### src/rtl/gate_tt_pkg.sv
// rtl/gate_tt_pkg.sv - shared types and constants for the gate truth-table checker
package gate_tt_pkg;

  localparam int PAT_W   = 3;
  localparam int NUM_PAT = 8;
  localparam int CNT_W   = 4;

  // Reference truth table for a 3-input NAND: only pattern 7 (A=B=C=1) yields 0.
  localparam logic [NUM_PAT-1:0] NAND3_TT = 8'h7F;

  typedef enum logic [1:0] {
    ST_IDLE,
    ST_SETTLE,
    ST_SAMPLE,
    ST_DONE
  } tt_state_e;

  // Expected gate output for one input pattern of a truth table.
  function automatic logic tt_lookup(input logic [NUM_PAT-1:0] tt,
                                     input logic [PAT_W-1:0]   pat);
    return tt[pat];
  endfunction

endpackage

### src/rtl/tt_settle_timer.sv
// rtl/tt_settle_timer.sv - settle-window counter that flags when the limit is reached
module tt_settle_timer
  import gate_tt_pkg::*;
(
  input  logic             clk,
  input  logic             rst,
  input  logic             clear,
  input  logic [CNT_W-1:0] limit,
  output logic             expire
);

  logic [CNT_W-1:0] count;

  // Counts cycles while not cleared; the checker holds clear outside the settle window.
  always_ff @(posedge clk) begin
    if (rst || clear) begin
      count <= '0;
    end else begin
      count <= count + 1'b1;
    end
  end

  assign expire = (count == limit);

endmodule

### config.mk
export PLATFORM = sky130hd
export DESIGN_NAME = tt_settle_timer
export DESIGN_NICKNAME = d
export VERILOG_FILES = /design/src/rtl/gate_tt_pkg.sv /design/src/rtl/tt_settle_timer.sv
export SDC_FILE = /design/constraint.sdc
export NUM_CORES = 1
export LEC_CHECK = 0
export CAP_MARGIN = 10
export CELL_PAD_IN_SITES_DETAIL_PLACEMENT = 0
export CELL_PAD_IN_SITES_GLOBAL_PLACEMENT = 1
export CORE_AREA = 2 2 39 41
export CTS_BUF_LIST = sky130_fd_sc_hd__clkbuf_2 sky130_fd_sc_hd__clkbuf_4 sky130_fd_sc_hd__clkbuf_8
export DETAILED_ROUTE_END_ITERATION = 8
export DIE_AREA = 0 0 41 43
export PLACE_DENSITY = 0.44
export SLEW_MARGIN = 0
export SYNTH_ARGS = -nofsm -noshare
export SYNTH_HDL_FRONTEND = slang
export SYNTH_SLANG_ARGS = --single-unit
### constraint.sdc
create_clock -name clk -period 1.45 [get_ports clk]
set_input_delay 0.145 -clock clk [delete_from_list [all_inputs] [get_ports clk]]
set_output_delay 0.145 -clock clk [all_outputs]
set_load 0.05 [all_outputs]
==> results of run 1 <==
[cells by family after synthesis]
family / count (synthesis) / synth area share
simple gates: 7 / 0.218
xor+xnor: 5 / 0.232
flops: 4 / 0.424
mux: 1 / 0.0596
fa+ha+maj: 1 / 0.0662
[cell type report]
cell class / count / area, sq um
timing repair buffer: 7 / 80.1
tap: 16 / 20.0
fill: 153 / 1050
sequential: 4 / 82.6
clock buffer: 3 / 22.5
multi-input combinational: 14 / 131
[routing by layer]
layer | routed length (microns) | up-vias | track usage
li1 | - | 83 | -
met4 | 8 | 0 | 0.0800
met1 | 171 | 72 | 0.0543
met2 | 215 | 8 | 0.0906
met5 | 0 | - | 0
met3 | 44 | 2 | 0.0628
[worst paths after layout]
path	startpoint	to	slack, ps	cells after the start
hold reg to reg	count[0]	count[0]	480	1
setup reg to reg	count[1]	count[3]	570	2
hold / removal	count[0]	count[0]	480	1
setup / recovery	limit[2]	expire	30	4
[cell usage in the layout (no fill, tap or decap), drive strengths merged]
cell type      count
buf                1
clkbuf             3
clkdlybuf4s50      6
dfxtp              4
ha                 1
mux2               1
nand3              1
nor3               3
nor3b              2
nor4               1
xnor2              1
xor2               4
[through the flow]
stage	TNS, ps	setup WS (ps)	cell area (sq um)
after CTS	0	35.0	327
after floorplan	0	149	204
after global routing	-2.90	-2.90	337
after global placement	0	48.0	304
after detailed placement	0	39.4	304
final	0	28.3	337
[what timing repair did]
action | in CTS | in global routing
setup endpoints to repair | 0 | 1
gates resized for setup | 0 | 3
buffers inserted | 0 | 0
[power by group]
group	switching [uW]	total [uW]	internal [uW]
Sequential	3.71	118	114
Combinational	20.3	47.1	26.8
Clock	41.9	134	92.3
[worst reg2reg max path: cells and delay by family (launching register included)]
| family | cells | cell delay, ps |
|---|---|---|
| muxes | 1 | 300 |
| and+or+nand+nor | 1 | 100 |
| DFF | 1 | 360 |
==> flow_summary.json, run 1 <==
{
  "setup_viol": 0,
  "clock_path_buffers": 2,
  "die_h_microns": 43,
  "wl_microns": 440,
  "grt_use_total": 0.0701,
  "io_buffers": 7,
  "post-route-min-period_ps": 1420,
  "crit_family": "buffers and inverters",
  "grt_remaining_overflow": 0,
  "hold_slack_ps": 482,
  "synth_nets": 26,
  "numCtsBuffers": 3,
  "clk_latency_ps": 230,
  "cp_num_buf_inv": 2,
  "die_w_microns": 41,
  "max_stage_delay_ps": 420,
  "synth_ff_type": "dfxtp_1",
  "utilization": 0.243,
  "synth-edff-count": 0,
  "tritoncts": "built",
  "netlist_area_sq_um": 189,
  "slowest_stage": "clkdlybuf4s50_1",
  "cts_root_buf": "clkbuf_4",
  "fin_nets": 38,
  "arrival_ps": 1280,
  "area_growth_pct": 78.1,
  "grt_pass1_vias": 181,
  "tightest_slew_ps": 281,
  "yosysTopAreaCellShare": 0.424,
  "via_per_inst": 3.75,
  "peakVddDrop_v": 0.000285,
  "core_sq_mm": 0.00138,
  "hp-class": "reg2reg",
  "num_io_pins": 8,
  "synth.distinct_cells": 9,
  "wl_per_cell_microns": 10.0,
  "yosysWarnings": 0,
  "dp.cells": 41,
  "drc_errors": 0,
  "routabilityCongestion": 0.640,
  "instances_no_fill": 44,
  "ant_nets": 0,
  "rows": 14,
  "vias": 165,
  "synthTopCellsByCount": "dfxtp_1, xor2_1, nor3_1, nor3b_1",
  "antenna_found_initial": 0,
  "largestRegisters": "count (4)",
  "top_register": "count",
  "initial_core_util": 0.137,
  "die_area_sq_mm": 0.00176,
  "async_reset_ff_frac": 0,
  "p_total_uw": 299,
  "avgSynthCellArea_sq_um": 10.5,
  "slew_violations": 0,
  "largest_register_ffs": 4,
  "critical_path.max_fanout": 1,
  "crit_type": "in2out",
  "n_antenna_cell": 0,
  "grt_max_degree": 6,
  "syn_inst": 18,
  "seq_area_frac_synth": 0.424,
  "slew_headroom": 0.812,
  "p_leak_uw": 0.000128,
  "maxCapViolations": 0,
  "path_clk_slew_ps": 30,
  "ctsHtreeMaxLevel": 1,
  "worst-endpoint-required_ps": 1310,
  "holdBufCountCts": 0,
  "synth_area_leaders": "dfxtp_1, xor2_1, nor3_1, nor3b_1, ha_1",
  "timing.fmax_ghz": 0.703,
  "fin_skew_ps": 2.21,
  "timing.final.crit_share": 0.980,
  "clock-sinks": 4,
  "worst_setup_path_start_kind": "input pin",
  "ys_ff_latch": 4,
  "drt_iter0_drc": 2,
  "grt_pass1_wl_microns": 683,
  "status": "complete, no violations",
  "power_density_mw_per_mm2": 888,
  "crit_path_end_kind": "output pin",
  "finalHoldViolations": 0,
  "yosys.area.top_type": "dfxtp_1",
  "drt_first_pass_iters": 2,
  "path_cells": "clkdlybuf4s50_1 -> xor2_1 -> nor4_4 -> buf_12",
  "drive_above_1_share": 0.286
}
(Power assumes the default switching activity.)
==> inputs of run 2 (changes only) <==
Settings changed: DONT_BUFFER_PORTS set to 1, PLACE_DENSITY 0.44 to 0.34.
==> run 2 against run 1 <==
Against the previous run: sequential share of layout area increased by 3.3 points; global-route usage down 0.49 points; worst hold slack got worse by 300 ps; clock power up 4%; fmax is 3.9% higher; critical path type is now reg2out; largest power group unchanged.
==> flow_summary.json, run 2 (synthesis results as in run 1) <==
{
  "hp-class": "in2reg",
  "largest_register_ffs": 4,
  "io_buffers": 0,
  "combPwrFrac": 0.105,
  "instances_no_fill": 41,
  "antenna_found_initial": 0,
  "core_sq_mm": 0.00138,
  "slew_violations": 0,
  "wl_microns": 380,
  "grt_use_total": 0.0653,
  "largestRegisters": "count (4)",
  "drt_iter0_drc": 0,
  "grt_max_degree": 5,
  "wl_per_cell_microns": 9.27,
  "drc_errors": 0,
  "fill_cells": 159,
  "drt_first_pass_iters": 1,
  "die_area_sq_mm": 0.00176,
  "die_h_microns": 43,
  "die_w_microns": 41,
  "setup_viol": 0,
  "n_antenna_cell": 0,
  "drive_above_1_share": 0.200,
  "rows": 14,
  "tightest_slew_ps": 235,
  "clock-sinks": 4,
  "via_per_inst": 3.90,
  "power_density_mw_per_mm2": 990,
  "initial_core_util": 0.137,
  "slew_headroom": 0.843,
  "crit_path_end_kind": "output pin",
  "hpwl_microns": 307,
  "multi_input_area_sq_um": 124,
  "clk_latency_ps": 230,
  "crit_type": "reg2out",
  "p_leak_uw": 0.000115,
  "routabilityCongestion": 0.604,
  "p_switching_uw": 63.5,
  "top_register": "count",
  "rsz0062_at_grt": "no",
  "hold_slack_ps": 177,
  "fin_skew_ps": 5.01,
  "status": "complete, no violations",
  "ctsHtreeMaxLevel": 1,
  "worst_setup_path_start_kind": "flop",
  "peakVddDrop_v": 0.000290,
  "grt_pass1_vias": 157,
  "clock_path_buffers": 2,
  "timing.fmax_ghz": 0.731,
  "tritoncts": "built",
  "p_sw_frac": 0.223,
  "critical_path.max_fanout": 4,
  "ant_nets": 0,
  "maxCapViolations": 0,
  "dp.cells": 35,
  "cts_root_buf": "clkbuf_4",
  "area_growth_pct": 52.3,
  "arrival_ps": 1220,
  "tns_ps": 0,
  "pwr-share-seq": 0.408,
  "vias": 160,
  "num_io_pins": 8,
  "grt_remaining_overflow": 0,
  "finalHoldViolations": 0,
  "fin_nets": 35,
  "post-route-min-period_ps": 1370,
  "timing.final.crit_share": 0.943,
  "p_int_uw": 222,
  "path_clk_slew_ps": 40,
  "final-seq-area_sq_um": 80.1,
  "worst-endpoint-required_ps": 1310,
  "numCtsBuffers": 3,
  "grt_pass1_wl_microns": 627,
  "final_cell_mix": "xor2_1, dfxtp_1, nor3_1, clkbuf_4, dlygate4sd3_1",
  "clockPowerShare": 0.487
}
run 2: metal layers:
layer  routed length [microns]  global-route usage  up-vias
met4                         0              0.0400        0
met3                        60              0.0942        0
met2                       172              0.0688        8
met5                         0                   0        -
met1                       147              0.0611       72
li1                          -                   -       80
run 2: power by group through the flow:
stage	Combinational [uW]	Clock, uW	Sequential [uW]
5_1_grt	33.0	164	117
2_1_floorplan	19.2	0	117
6_report	29.9	139	116
3_3_place_gp	22.0	0	118
3_5_place_dp	22.0	0	118
4_1_cts	29.7	150	116
run 2: what timing repair did:
item                                    CTS  global route
endpoints found under the hold margin     3             0
hold buffers                              3             0
endpoints found under the setup margin    0             1
gates resized for setup                   0             1
buffers inserted                          0             0
run 2: final cells by class:
cell class              instances  area share
multi-input cells              14       0.430
flip-flops and latches          4       0.278
repair buffers                  4       0.143
clock buffers                   3      0.0783
well taps                      16      0.0696
run 2: path summary, 6_finish.rpt:
check	slack, ps	to	depth (start not counted)	startpoint
setup / recovery	80	expire	3	count[0]
hold / removal	180	count[3]	2	rst
setup reg to reg	320	count[0]	2	count[0]
hold reg to reg	580	count[2]	2	count[2]
run 2: metrics by stage:
step	setup WS, ps	cell area [sq um]	power (uW)	utilization
finish	82.1	288	285	0.208
global route	10.9	288	313	0.208
CTS	41.9	284	296	0.205
detailed placement	296	231	140	0.167
global placement	303	231	140	0.167
floorplan	149	204	137	-
run 2: worst max-delay path, cell delays in order, from the launching register on:
cell and delay (ps):
dfxtp_1 340, xor2_1 190, nor4_4 270, buf_6 190
==> variant 1, RTL diff (config.mk and constraints of run 2) <==
Register the inputs `clear` and `limit` before use. The logic sees them one clock later. Comments in the files are not updated.
--- a/src/rtl/tt_settle_timer.sv
+++ b/src/rtl/tt_settle_timer.sv
@@ -9,18 +9,26 @@
   output logic             expire
 );
 
+  logic clear_q;
+  logic [CNT_W-1:0] limit_q;
+
+  always_ff @(posedge clk) begin
+    clear_q <= clear;
+    limit_q <= limit;
+  end
+
   logic [CNT_W-1:0] count;
 
   // Counts cycles while not cleared; the checker holds clear outside the settle window.
   always_ff @(posedge clk) begin
-    if (rst || clear) begin
+    if (rst || clear_q) begin
       count <= '0;
     end else begin
       count <= count + 1'b1;
     end
   end
 
-  assign expire = (count == limit);
+  assign expire = (count == limit_q);
 
 endmodule
 
Formal check against the unedited RTL: not equivalent (a bounded check fails within 4 cycles, from zero or initial values).
==> variant 1 against run 2 <==
Die area did not move. Area after synthesis grew 53%. Clock power increased by 48%. Critical path depth stayed put. Synthesized cell count increased by 28%. Total power is 78% higher. Worst setup slack worse by 0.035 ns. Design area increased by 47%. Routed wire length grew 27%. Sequential cell count rose by 5. Highest routed layer unchanged.
==> variant 1: results (changes against run 2) <==
stage,metric,value,unit,change
synthesis,"Seq/Total Area, Yosys",62.3,%,+20 points
cts,hold_buf cts,6,,+3
detailed_routing,TritonRoute pass-1 iters,2,,+1
cts,root buffer cell,clkbuf_4,,
min_path,Worst Hold Path EP,count[3],,
grt,GRT Total Usage,8.35,%,+1.8 points
synthesis,average cell area after synthesis,12.6,um^2,+20%
synthesis,Area contributors post-synth,"dfxtp_1 (62%), xor2_1 (12%), nor3_1 (5.2%)",,
cts,Post CTS Setup Buffer Count,0,,unchanged
cts,worst-skew pair later-pin latency,0.25,ns,+0.02 ns
cts,post-cts resize count,0,,unchanged
grt,first-pass GRT wire length,931,um,+48%
setup_path,R2R Path End,count[3],,
grt,vias in the first global route,234,,+49%
cells_and_area,biggest regs,"count (4), limit_q (4), clear_q (1)",,
setup_path,R2R Setup Slk,0.53,ns,+0.21 ns
power,VDD IR-drop max,0.482,mV,+66%
setup_path,R2R Path Start,count[2],,
setup_path,Crit path max-delay family,flip-flops,,
cts,CTS buffer count,3,,unchanged
synthesis,Yosys warning count,0,,unchanged
cells_and_area,layout cells sized above 1,17.6,%,-2.4 points
synthesis,Post-Syn Nets,31,,+19%
cells_and_area,fill count,141,,-11%
outcome,run status,"complete, no violations",,
cells_and_area,Layout Nets,43,,+23%
sta,hold slack,0.172,ns,-0.00560 ns
cells_and_area,Ant. Diodes,0,,unchanged
synthesis,synth cell count leaders,"dfxtp_1 (9), xor2_1 (4), nor3_1 (3), nor3b_1 (2)",,
min_path,Hold WC Path Type,input pin to flop,,
setup_path,max incr delay on CP,0.34,ns,about the same
placed_design,DP Wirelength,367,um,+20%
cts,CTS Buffer Depth,2,,unchanged
min_path,hold depth,2,,unchanged
min_path,HP Start,rst,,
synthesis,ys async rst share,0,%,unchanged
grt,pin count of the biggest net entering global routing,6,,+1
sta,measured slew at the worst slew-check pin,0.248,ns,+0.0131 ns
detailed_routing,Initial DRC Count,1,,+1
detailed_routing,routed wire length,481,um,+27%
placed_design,routability cong.,0.636,,+5.3%
power,Leakage,0.172,nW,+49%
setup_path,CP max stage cell,dfxtp_1,,
cts,H-tree level count,1,,unchanged
synthesis,library cells used by synthesis,9,,unchanged
detailed_routing,via count,206,,+29%
placed_design,placed insts,40,,+14%
grt,initial antenna violation count,0,,unchanged
setup_path,Worst EP arrival,1.26,ns,+0.04 ns
detailed_routing,WL per Instance,9.62,um,+3.8%
floorplan,die width,41,um,unchanged
setup_path,Worst Setup Start Kind,flop,,
cts,Clock transition at path regs,0.06,ns,+0.02 ns
setup_path,Worst Setup SP,count[0],,
sta,Final Skew,0.00634,ns,+0.00133 ns
setup_path,R2R cell count,2,,unchanged
setup_path,critical-path maximum fanout,4,,unchanged
placed_design,number of I/O port buffers,0,,unchanged
## variant 1: changes by cell type in the layout (fill, tap and decap cells not counted)
cell           before  now
buf_4               0    1
buf_6               1    0
dfxtp_1             4    9
dlygate4sd3_1       3    6
clkbuf_4            3    4
## variant 1: through the flow
step | util [%] | setup slack, ns | area, um^2
after CTS | 30.5 | 0.0243 | 422
after global placement | 24.0 | 0.328 | 332
final | 30.5 | 0.0473 | 422
after detailed placement | 24.0 | 0.301 | 332
after floorplan | - | 0.149 | 304
after global routing | 30.5 | 0.0134 | 422
## variant 1: how the worst max path moves through the flow
stage / slack, ns / cells after the start / to
6_report: 0.05 / 3 / expire
3_3_place_gp: 0.33 / 3 / expire
5_1_grt: 0.01 / 3 / expire
2_1_floorplan: 0.15 / 2 / expire
4_1_cts: 0.02 / 3 / expire
3_5_place_dp: 0.30 / 3 / expire
## variant 1: cells by family (layout without fill, tap and decap cells)
logic type | after synthesis | count (layout) | synth area share [%]
xor+xnor | 5 | 5 | 15.2
fa+ha+maj | 1 | 1 | 4.33
buf+inv | 0 | 11 | 0
flops | 9 | 9 | 62.3
mux | 1 | 1 | 3.90
simple gates | 7 | 7 | 14.3
## variant 1: metal layers
layer,wire length (um),vias up,global-route usage (%)
li1,-,102,-
met1,215,99,10.4
met2,232,5,10.0
met3,32,0,3.66
met4,0,0,8.00
met5,0,-,0
## variant 1: report_power, final
part	internal (mW)	switching (mW)	total [mW]
clock	0.124	0.0818	0.206
combinational	0.0200	0.0151	0.0351
sequential	0.258	0.00742	0.265
total	0.402	0.104	0.506
## variant 1: final cells by class
class | count | area, um^2 | area share, %
clock buffers | 4 | 30.0 | 7.12
multi-input cells | 14 | 124 | 29.4
flip-flops and latches | 9 | 180 | 42.7
well taps | 16 | 20.0 | 4.75
repair buffers | 7 | 67.6 | 16.0
==> variant 2, RTL diff (flow settings as in run 2) <==
Made on the original files. Register the output `expire`; this adds one clock of latency there.
--- a/src/rtl/tt_settle_timer.sv
+++ b/src/rtl/tt_settle_timer.sv
@@ -20,7 +20,9 @@
     end
   end
 
-  assign expire = (count == limit);
+  always_ff @(posedge clk) begin
+    expire <= (count == limit);
+  end
 
 endmodule
 
Behaviour: not the same (Yosys sat finds a counterexample within 4 cycles, from zero or initial values).
==> variant 2 against run 2 <==
Design area up 0.43%. Maximum frequency up 10%. Area after synthesis up 11%. Total power up 21%. Routed wire length up 13%. Sequential share of layout area up 6.8 points. Worst setup slack better by 0.13 ns. Largest power group unchanged. Clock power up 27%. Sequential cell count up 1.
==> variant 2: results (changes against run 2) <==
stage,metric,value,unit,change
placed_design,DP Wirelength,323,um,+5.5%
grt,pin count of the biggest net entering global routing,5,,unchanged
synthesis,ys async rst share,0,%,unchanged
detailed_routing,Initial DRC Count,12,,+12
grt,GRT Total Usage,6.83,%,+0.30 points
cells_and_area,layout cells sized above 1,15.4,%,-4.6 points
cells_and_area,Layout Nets,35,,unchanged
cells_and_area,fill count,162,,+1.9%
sta,Final Skew,0.00108,ns,-0.00392 ns
outcome,run status,"complete, no violations",,
detailed_routing,TritonRoute pass-1 iters,3,,+2
placed_design,Setup Slack @ Placement,0.526,ns,+0.231 ns
synthesis,Area contributors post-synth,"dfxtp_1 (48%), xor2_1 (17%), nor3_1 (7.2%)",,
grt,first-pass GRT wire length,696,um,+11%
cells_and_area,max FFs per register,4,,unchanged
min_path,Hold WC Path Type,input pin to flop,,
synthesis,synth cell count leaders,"dfxtp_1 (5), xor2_1 (4), nor3_1 (3), nor3b_1 (2)",,
cts,root buffer cell,clkbuf_4,,
setup_path,critical-path maximum fanout,3,,-1
synthesis,Yosys warning count,0,,unchanged
setup_path,CP max stage cell,dlygate4sd3_1,,
cts,H-tree level count,1,,unchanged
setup_path,max incr delay on CP,0.58,ns,+0.24 ns
grt,initial antenna violation count,0,,unchanged
cells_and_area,Ant. Diodes,0,,unchanged
cts,CTS buffer count,3,,unchanged
synthesis,library cells used by synthesis,9,,unchanged
detailed_routing,routed wire length,428,um,+13%
placed_design,number of I/O port buffers,0,,unchanged
cells_and_area,Non-Filler Instances,42,,+2.4%
detailed_routing,DRC Markers,0,,unchanged
synthesis,prevailing post-synth register cell,dfxtp_1,,
cts,worst-skew pair later-pin latency,0.24,ns,
cts,Clock transition at path regs,0.04,ns,about the same
detailed_routing,via count,166,,+3.8%
power,Leakage,0.120,nW,+4.0%
power,VDD IR-drop max,0.308,mV,+6.2%
synthesis,"Seq/Total Area, Yosys",47.9,%,+5.5 points
sta,Final Hold Viols,0,,unchanged
cts,CTS Buffer Depth,2,,unchanged
cts,post-cts resize count,0,,unchanged
setup_path,Crit path max-delay family,buffers and inverters,,
grt,vias in the first global route,181,,+15%
sta,measured slew at the worst slew-check pin,0.470,ns,+0.235 ns
placed_design,routability cong.,0.551,,-8.8%
cells_and_area,Reg with most FFs,count,,
setup_path,Worst EP arrival,1.42,ns,+0.20 ns
synthesis,Cells after Synth,19,,+1
cells_and_area,biggest regs,"count (4), expire (1)",,
synthesis,Post-Syn Nets,27,,+3.8%
-- variant 2: cell types whose count changed after synthesis --
cell and delta:
dfxtp_1 +1
-- variant 2: cell families (layout without fill, tap and decap cells) --
| kind of cell | count (synthesis) | in the layout | share of synthesized area [%] |
|---|---|---|---|
| simple gates | 7 | 7 | 19.8 |
| fa+ha+maj | 1 | 1 | 5.99 |
| flops | 5 | 5 | 47.9 |
| xor+xnor | 5 | 5 | 21.0 |
| buf+inv | 0 | 7 | 0 |
| mux | 1 | 1 | 5.39 |
-- variant 2: what timing repair did --
item / in CTS / in global routing
buffers inserted: 0 / 0
hold endpoints to repair: 3 / 0
hold buffers: 3 / 0
-- variant 2: final timing paths --
kind,to,slack (ns),startpoint,cells after the start
max,count[0],0.21,rst,3
min,expire,0.12,limit[2],2
max reg2reg,count[0],0.30,count[0],2
min reg2reg,expire,0.57,count[2],2
-- variant 2: where the power goes --
group	switching (mW)	total (mW)	internal, mW	leakage, nW
Clock	0.0545	0.177	0.123	0.0184
Sequential	0.00749	0.149	0.142	0.0407
Combinational	0.00633	0.0185	0.0122	0.0608
-- variant 2: area by class of cell --
type / instances / share of cell area (%)
well taps: 16 / 6.93
multi-input cells: 14 / 37.7
clock buffers: 4 / 10.4
repair buffers: 3 / 10.4
flip-flops and latches: 5 / 34.6
-- variant 2: metal layers --
metal,up-vias,share of wire [%],track usage [%]
met1,73,52,7.40
met5,-,0,0
met4,0,1.2,6.00
met3,2,15,6.81
li1,81,-,-
met2,10,32,7.19
-- variant 2: stage by stage --
step	hold slack, ns	area (um^2)
after floorplan	0.216	209
after global placement	0.217	229
after detailed placement	0.220	229
after CTS	0.115	289
after global routing	0.124	289
final	0.120	289
